File: src/rtl/pll_rst_pkg.sv
// Purpose: shared state encoding and default timing constants for the PLL lock/reset sequencer.
// Latency: n/a (declarations only).
// Backpressure: n/a (declarations only).
package pll_rst_pkg;

  typedef enum logic [1:0] {
    WAIT_LOCK = 2'd0,
    PLL_RST   = 2'd1,
    STABLE    = 2'd2,
    RUN       = 2'd3
  } state_t;

  localparam int DEF_LOCK_STABLE_CYCLES  = 1024;
  localparam int DEF_LOCK_TIMEOUT_CYCLES = 1000000;
  localparam int DEF_PLL_RST_CYCLES      = 16;
  localparam int DEF_CNT_W               = 20;

endpackage

File: src/rtl/lock_sync.sv
// Purpose: two-flop synchronizer bringing an asynchronous level into the clk domain.
// Latency: 2 clk edges from first sampling to q.
// Backpressure: none; free-running level path.
module lock_sync #(
  parameter int WIDTH = 1
) (
  input  logic             clk,
  input  logic             rst,
  input  logic [WIDTH-1:0] d,
  output logic [WIDTH-1:0] q
);

  logic [WIDTH-1:0] meta;

  // First flop may go metastable; second flop gives it a full cycle to settle.
  always_ff @(posedge clk) begin
    if (rst) begin
      meta <= '0;
      q    <= '0;
    end else begin
      meta <= d;
      q    <= meta;
    end
  end

endmodule

File: src/rtl/pll_lock_rst_seq.sv
// Purpose: hold downstream reset until the PLL shows a stable lock; restart the PLL on lock timeout.
// Latency: rst_out falls LOCK_STABLE_CYCLES+2 edges after pll_lock is first sampled high; rises 2 edges after loss.
// Backpressure: none; outputs are registered levels, no handshake.
module pll_lock_rst_seq
  import pll_rst_pkg::*;
#(
  parameter int LOCK_STABLE_CYCLES  = DEF_LOCK_STABLE_CYCLES,
  parameter int LOCK_TIMEOUT_CYCLES = DEF_LOCK_TIMEOUT_CYCLES,
  parameter int PLL_RST_CYCLES      = DEF_PLL_RST_CYCLES,
  parameter int CNT_W               = DEF_CNT_W
) (
  input  logic       clk,
  input  logic       rst,
  input  logic       pll_lock,
  output logic       pll_rst_out,
  output logic       rst_out,
  output logic       ready,
  output logic [7:0] lock_lost_cnt
);

  // Terminal timer values: every state leaves on the cycle its timer hits these, so it never wraps.
  localparam logic [CNT_W-1:0] STABLE_LAST  = CNT_W'(LOCK_STABLE_CYCLES - 1);
  localparam logic [CNT_W-1:0] TIMEOUT_LAST = CNT_W'(LOCK_TIMEOUT_CYCLES - 1);
  localparam logic [CNT_W-1:0] PULSE_LAST   = CNT_W'(PLL_RST_CYCLES - 1);

  logic             lock_s;
  state_t           state_q, state_d;
  logic [CNT_W-1:0] timer_q, timer_d;
  logic [7:0]       lost_d;
  logic             rst_out_d, ready_d, pll_rst_d;

  lock_sync #(
    .WIDTH(1)
  ) u_lock_sync (
    .clk (clk),
    .rst (rst),
    .d   (pll_lock),
    .q   (lock_s)
  );

  // State, timer and all outputs are registered; outputs reflect the state being entered.
  always_ff @(posedge clk) begin
    if (rst) begin
      state_q       <= WAIT_LOCK;
      timer_q       <= '0;
      lock_lost_cnt <= 8'd0;
      rst_out       <= 1'b1;
      ready         <= 1'b0;
      pll_rst_out   <= 1'b0;
    end else begin
      state_q       <= state_d;
      timer_q       <= timer_d;
      lock_lost_cnt <= lost_d;
      rst_out       <= rst_out_d;
      ready         <= ready_d;
      pll_rst_out   <= pll_rst_d;
    end
  end

  // Next-state, shared timer and loss counter; output values decoded from the next state.
  always_comb begin
    state_d = state_q;
    timer_d = timer_q;
    lost_d  = lock_lost_cnt;

    case (state_q)
      WAIT_LOCK: begin
        if (lock_s) begin
          state_d = STABLE;
          timer_d = '0;
        end else if (timer_q == TIMEOUT_LAST) begin
          state_d = PLL_RST;
          timer_d = '0;
        end else begin
          timer_d = timer_q + CNT_W'(1);
        end
      end
      PLL_RST: begin
        // Lock flag is meaningless while the PLL is held in reset.
        if (timer_q == PULSE_LAST) begin
          state_d = WAIT_LOCK;
          timer_d = '0;
        end else begin
          timer_d = timer_q + CNT_W'(1);
        end
      end
      STABLE: begin
        // Any dropout sends us back to WAIT_LOCK, so the stable count restarts from zero.
        if (!lock_s) begin
          state_d = WAIT_LOCK;
          timer_d = '0;
        end else if (timer_q == STABLE_LAST) begin
          state_d = RUN;
          timer_d = '0;
        end else begin
          timer_d = timer_q + CNT_W'(1);
        end
      end
      RUN: begin
        if (!lock_s) begin
          state_d = WAIT_LOCK;
          timer_d = '0;
          if (lock_lost_cnt != 8'hFF) begin
            lost_d = lock_lost_cnt + 8'd1;
          end
        end
      end
      default: begin
        state_d = WAIT_LOCK;
        timer_d = '0;
      end
    endcase

    rst_out_d = (state_d != RUN);
    ready_d   = (state_d == RUN);
    pll_rst_d = (state_d == PLL_RST);
  end

endmodule

File: config.mk
export PLATFORM = sky130hd
export DESIGN_NAME = pll_lock_rst_seq
export DESIGN_NICKNAME = d
export VERILOG_FILES = /design/src/rtl/pll_rst_pkg.sv /design/src/rtl/lock_sync.sv /design/src/rtl/pll_lock_rst_seq.sv
export SDC_FILE = /design/constraint.sdc
export NUM_CORES = 1
export LEC_CHECK = 0
export BUFFER_PORTS_ARGS = -buffer_cell sky130_fd_sc_hd__buf_2
export CORE_UTILIZATION = 38
export CTS_CLUSTER_SIZE = 30
export DETAILED_ROUTE_END_ITERATION = 10
export PLACE_DENSITY_LB_ADDON = 0.25
export SYNTH_ARGS = -nofsm -noshare
export SYNTH_HDL_FRONTEND = slang
export SYNTH_SLANG_ARGS = --single-unit
export TNS_END_PERCENT = 30
File: constraint.sdc
create_clock -name clk -period 2.8 [get_ports clk]
set_clock_uncertainty 0.05 [all_clocks]
set_input_delay 0.14 -clock clk [delete_from_list [all_inputs] [get_ports clk]]
set_output_delay 0.14 -clock clk [all_outputs]
set_load 0.03 [all_outputs]
==> impl_metrics.csv <==
group,metric,value,unit
status,status,"complete, no violations",
sta,hold_slack,0.0187,ns
layout,utilization,0.444,
detailed_routing,drt_iter0_drc,80,
place,place.gp.congestion,0.771,
clock_network,numCtsBuffers,5,
clock_network,cts_sinks,35,
sta,min_period_over_period,0.775,
layout,diodes,0,
synth,ys_warn_count,0,
layout,area_growth,12.4,%
detailed_routing,dr.pass1.iters,4,
place,port_buffers,13,
setup_path,critPathBufInv,1,
layout,fin_nets,192,
sta,drv_slew,0,
clock_network,clk_latency,0.28,ns
synth,syn-cell-area,1580,um2
synth,synth_top_cell_area_share,0.444,
floorplanning,ioPinCount,14,
global_routing,grt_pass1_wl,5180,um
floorplanning,rows,23,
synth,syn_nets,178,
synth,synthTopCellsByArea,"dfxtp_1, xor2_1, nor3_1",
power,power_density,508,nW/um2
sta,rsz0062_at_grt,"false",
floorplanning,dieArea,4420,um2
sta,slew_headroom,0.508,
sta,totalNegativeSetupSlack,0,ns
floorplanning,start_util,0.395,
sta,setup_ws,0.629,ns
layout,fin_cells,237,
clock_network,clock_path_buffers,2,
job,cap_viol_max_count,0,
detailed_routing,remaining_drc_errors,0,
synth,synth_edf_count,0,
setup_path,cp_slowest_stage_delay,0.56,ns
clock_network,htreeDepth,2,
clock_network,clkTransAtPathRegs,0.06,ns
clock_network,cts_tree,"built",
setup_path,path_cells,"or4_4 > nor4_4 > nand3_1 > a311oi_2 > buf_4 > nor3_1",
sta,fin_crit,2.17,ns
detailed_routing,viasPerCell,5.38,
setup_path,path_max_fanout,20,
synth,syn_inst,173,
place,dp_hpwl,2130,um
place,place_inst,230,
detailed_routing,antenna_left,0,
setup_path,slowest_stage,"or4_4",
sta,finalSetupViolations,0,
floorplanning,core_area,4000,um2
layout,layout-drive-gt1-share,0.128,
clock_network,root_buffer,"clkbuf_8",
global_routing,grt_start_max_net_pins,33,
setup_path,cp-end-kind,"flop",
power,cellLeakagePower,0.656,nW
synth,yosysTopAreaCell,"dfxtp_1",
layout,fillers,389,
synth,yosysMostFrequentCell,"dfxtp_1",
synth,ys_seq_area_frac,0.444,
place,detailedPlace.worstSlack,0.638,ns
synth,synthFlopType,"dfxtp_1",
setup_path,cp.arrival,2.26,ns
detailed_routing,wirelength,3100,um
setup_path,critPathKind,"flop to flop",
detailed_routing,wl_per_cell,13.1,um
global_routing,antenna_found_initial,0,
setup_path,cp.required,2.89,ns
min_path,hp-class,"primary input to flop",
setup_path,crit_family,"simple AND/OR/NAND/NOR gates",
synth,synth_seq_cells,35,
clock_network,cts_hold_buf,0,
clock_network,cts_resized,0,
sta,finalHoldViolCount,0,
global_routing,grt.overflow.total,0,
clock_network,postCtsSetupBuffers,0,
power,ir_drop,0.176,mV
global_routing,grt_pass1_vias,1143,
sta,tightest_slew,0.728,ns
setup_path,start_kind,"flop",
synth,yosys-top-cells-count,"dfxtp_1, nor3_1, xor2_1, nand3_1, nand4_1",
synth,ys_types,31,
detailed_routing,vias,1274,
floorplanning,die-height,66.5,um
synth,avgSynthCellArea,9.13,um2
synth,async_reset_ff_frac,0,
global_routing,grt.total_usage,0.157,
sta,fmax,461,MHz
floorplanning,die_w,66.5,um
per-stage QoR:
stage | instance area (um2) | power [mW]
after floorplan | 1580 | 0.540
after global placement | 1690 | 0.546
after detailed placement | 1690 | 0.548
after CTS | 1770 | 0.915
after global routing | 1770 | 0.944
final | 1770 | 0.902
worst paths after layout:
path / cells past startpoint / slack, ns / from / to
max: 6 / 0.63 / timer_q[13] / timer_q[0]
min: 2 / 0.02 / pll_lock / u_lock_sync.meta
max reg2reg: 6 / 0.63 / timer_q[13] / timer_q[0]
min reg2reg: 1 / 0.40 / u_lock_sync.meta / u_lock_sync.q
cell families after synthesis:
group,synth area share
and+or+nand+nor,0.309
muxes,0.0127
AOI/OAI and AO/OA,0.0412
adders and majority gates,0.0158
buffers and inverters,0.0333
xor gates and xnor gates,0.144
DFF,0.444
sequential cells by signal (all words and copies together), names as in the netlist:
register,flops
rst_out,1
state_q,2
lock_lost_cnt,8
timer_q,20
ready,1
pll_rst_out,1
u_lock_sync.meta,1
u_lock_sync.q,1
where the power goes:
group	switching, mW	internal (mW)
clock network	0.172	0.193
logic	0.0183	0.00964
registers	0.00537	0.503
total	0.196	0.705
placed cells by master (no fill, tap or decap), drive strengths merged:
cell type / netlist / layout
a21boi: 1 / 1
a21oi: 1 / 1
a311oi: 1 / 1
a31oi: 1 / 1
a41o: 1 / 1
a41oi: 2 / 2
and2: 4 / 4
and3: 3 / 3
and4: 3 / 3
buf: 2 / 14
clkbuf: 5 / 6
clkinv: 0 / 1
dfxtp: 35 / 35
ha: 2 / 2
inv: 5 / 5
mux2i: 2 / 2
nand2: 6 / 6
nand2b: 1 / 1
nand3: 12 / 12
nand3b: 2 / 2
nand4: 11 / 11
nor2: 10 / 10
nor2b: 4 / 4
nor3: 26 / 26
nor4: 2 / 2
o21ai: 2 / 2
or3: 1 / 1
or4: 2 / 2
xnor2: 8 / 8
xor2: 18 / 18
final cells by class:
cell class,count,area (um2),share of cell area
sequential,35,701,0.395
inverter,5,18.8,0.0106
clock buffer,6,82.6,0.0465
multi-input combinational,126,832,0.469
timing repair buffer,14,72.6,0.0409
clock inverter,1,5.00,0.00282
tap,50,62.6,0.0353
metal layers:
metal	vias up	GRT usage	wire, um
li1	647	-	-
met1	598	0.197	1530
met2	25	0.242	1410
met3	4	0.0565	115
met4	0	0.0638	48
met5	-	0	0
(Power assumes the default switching activity.)
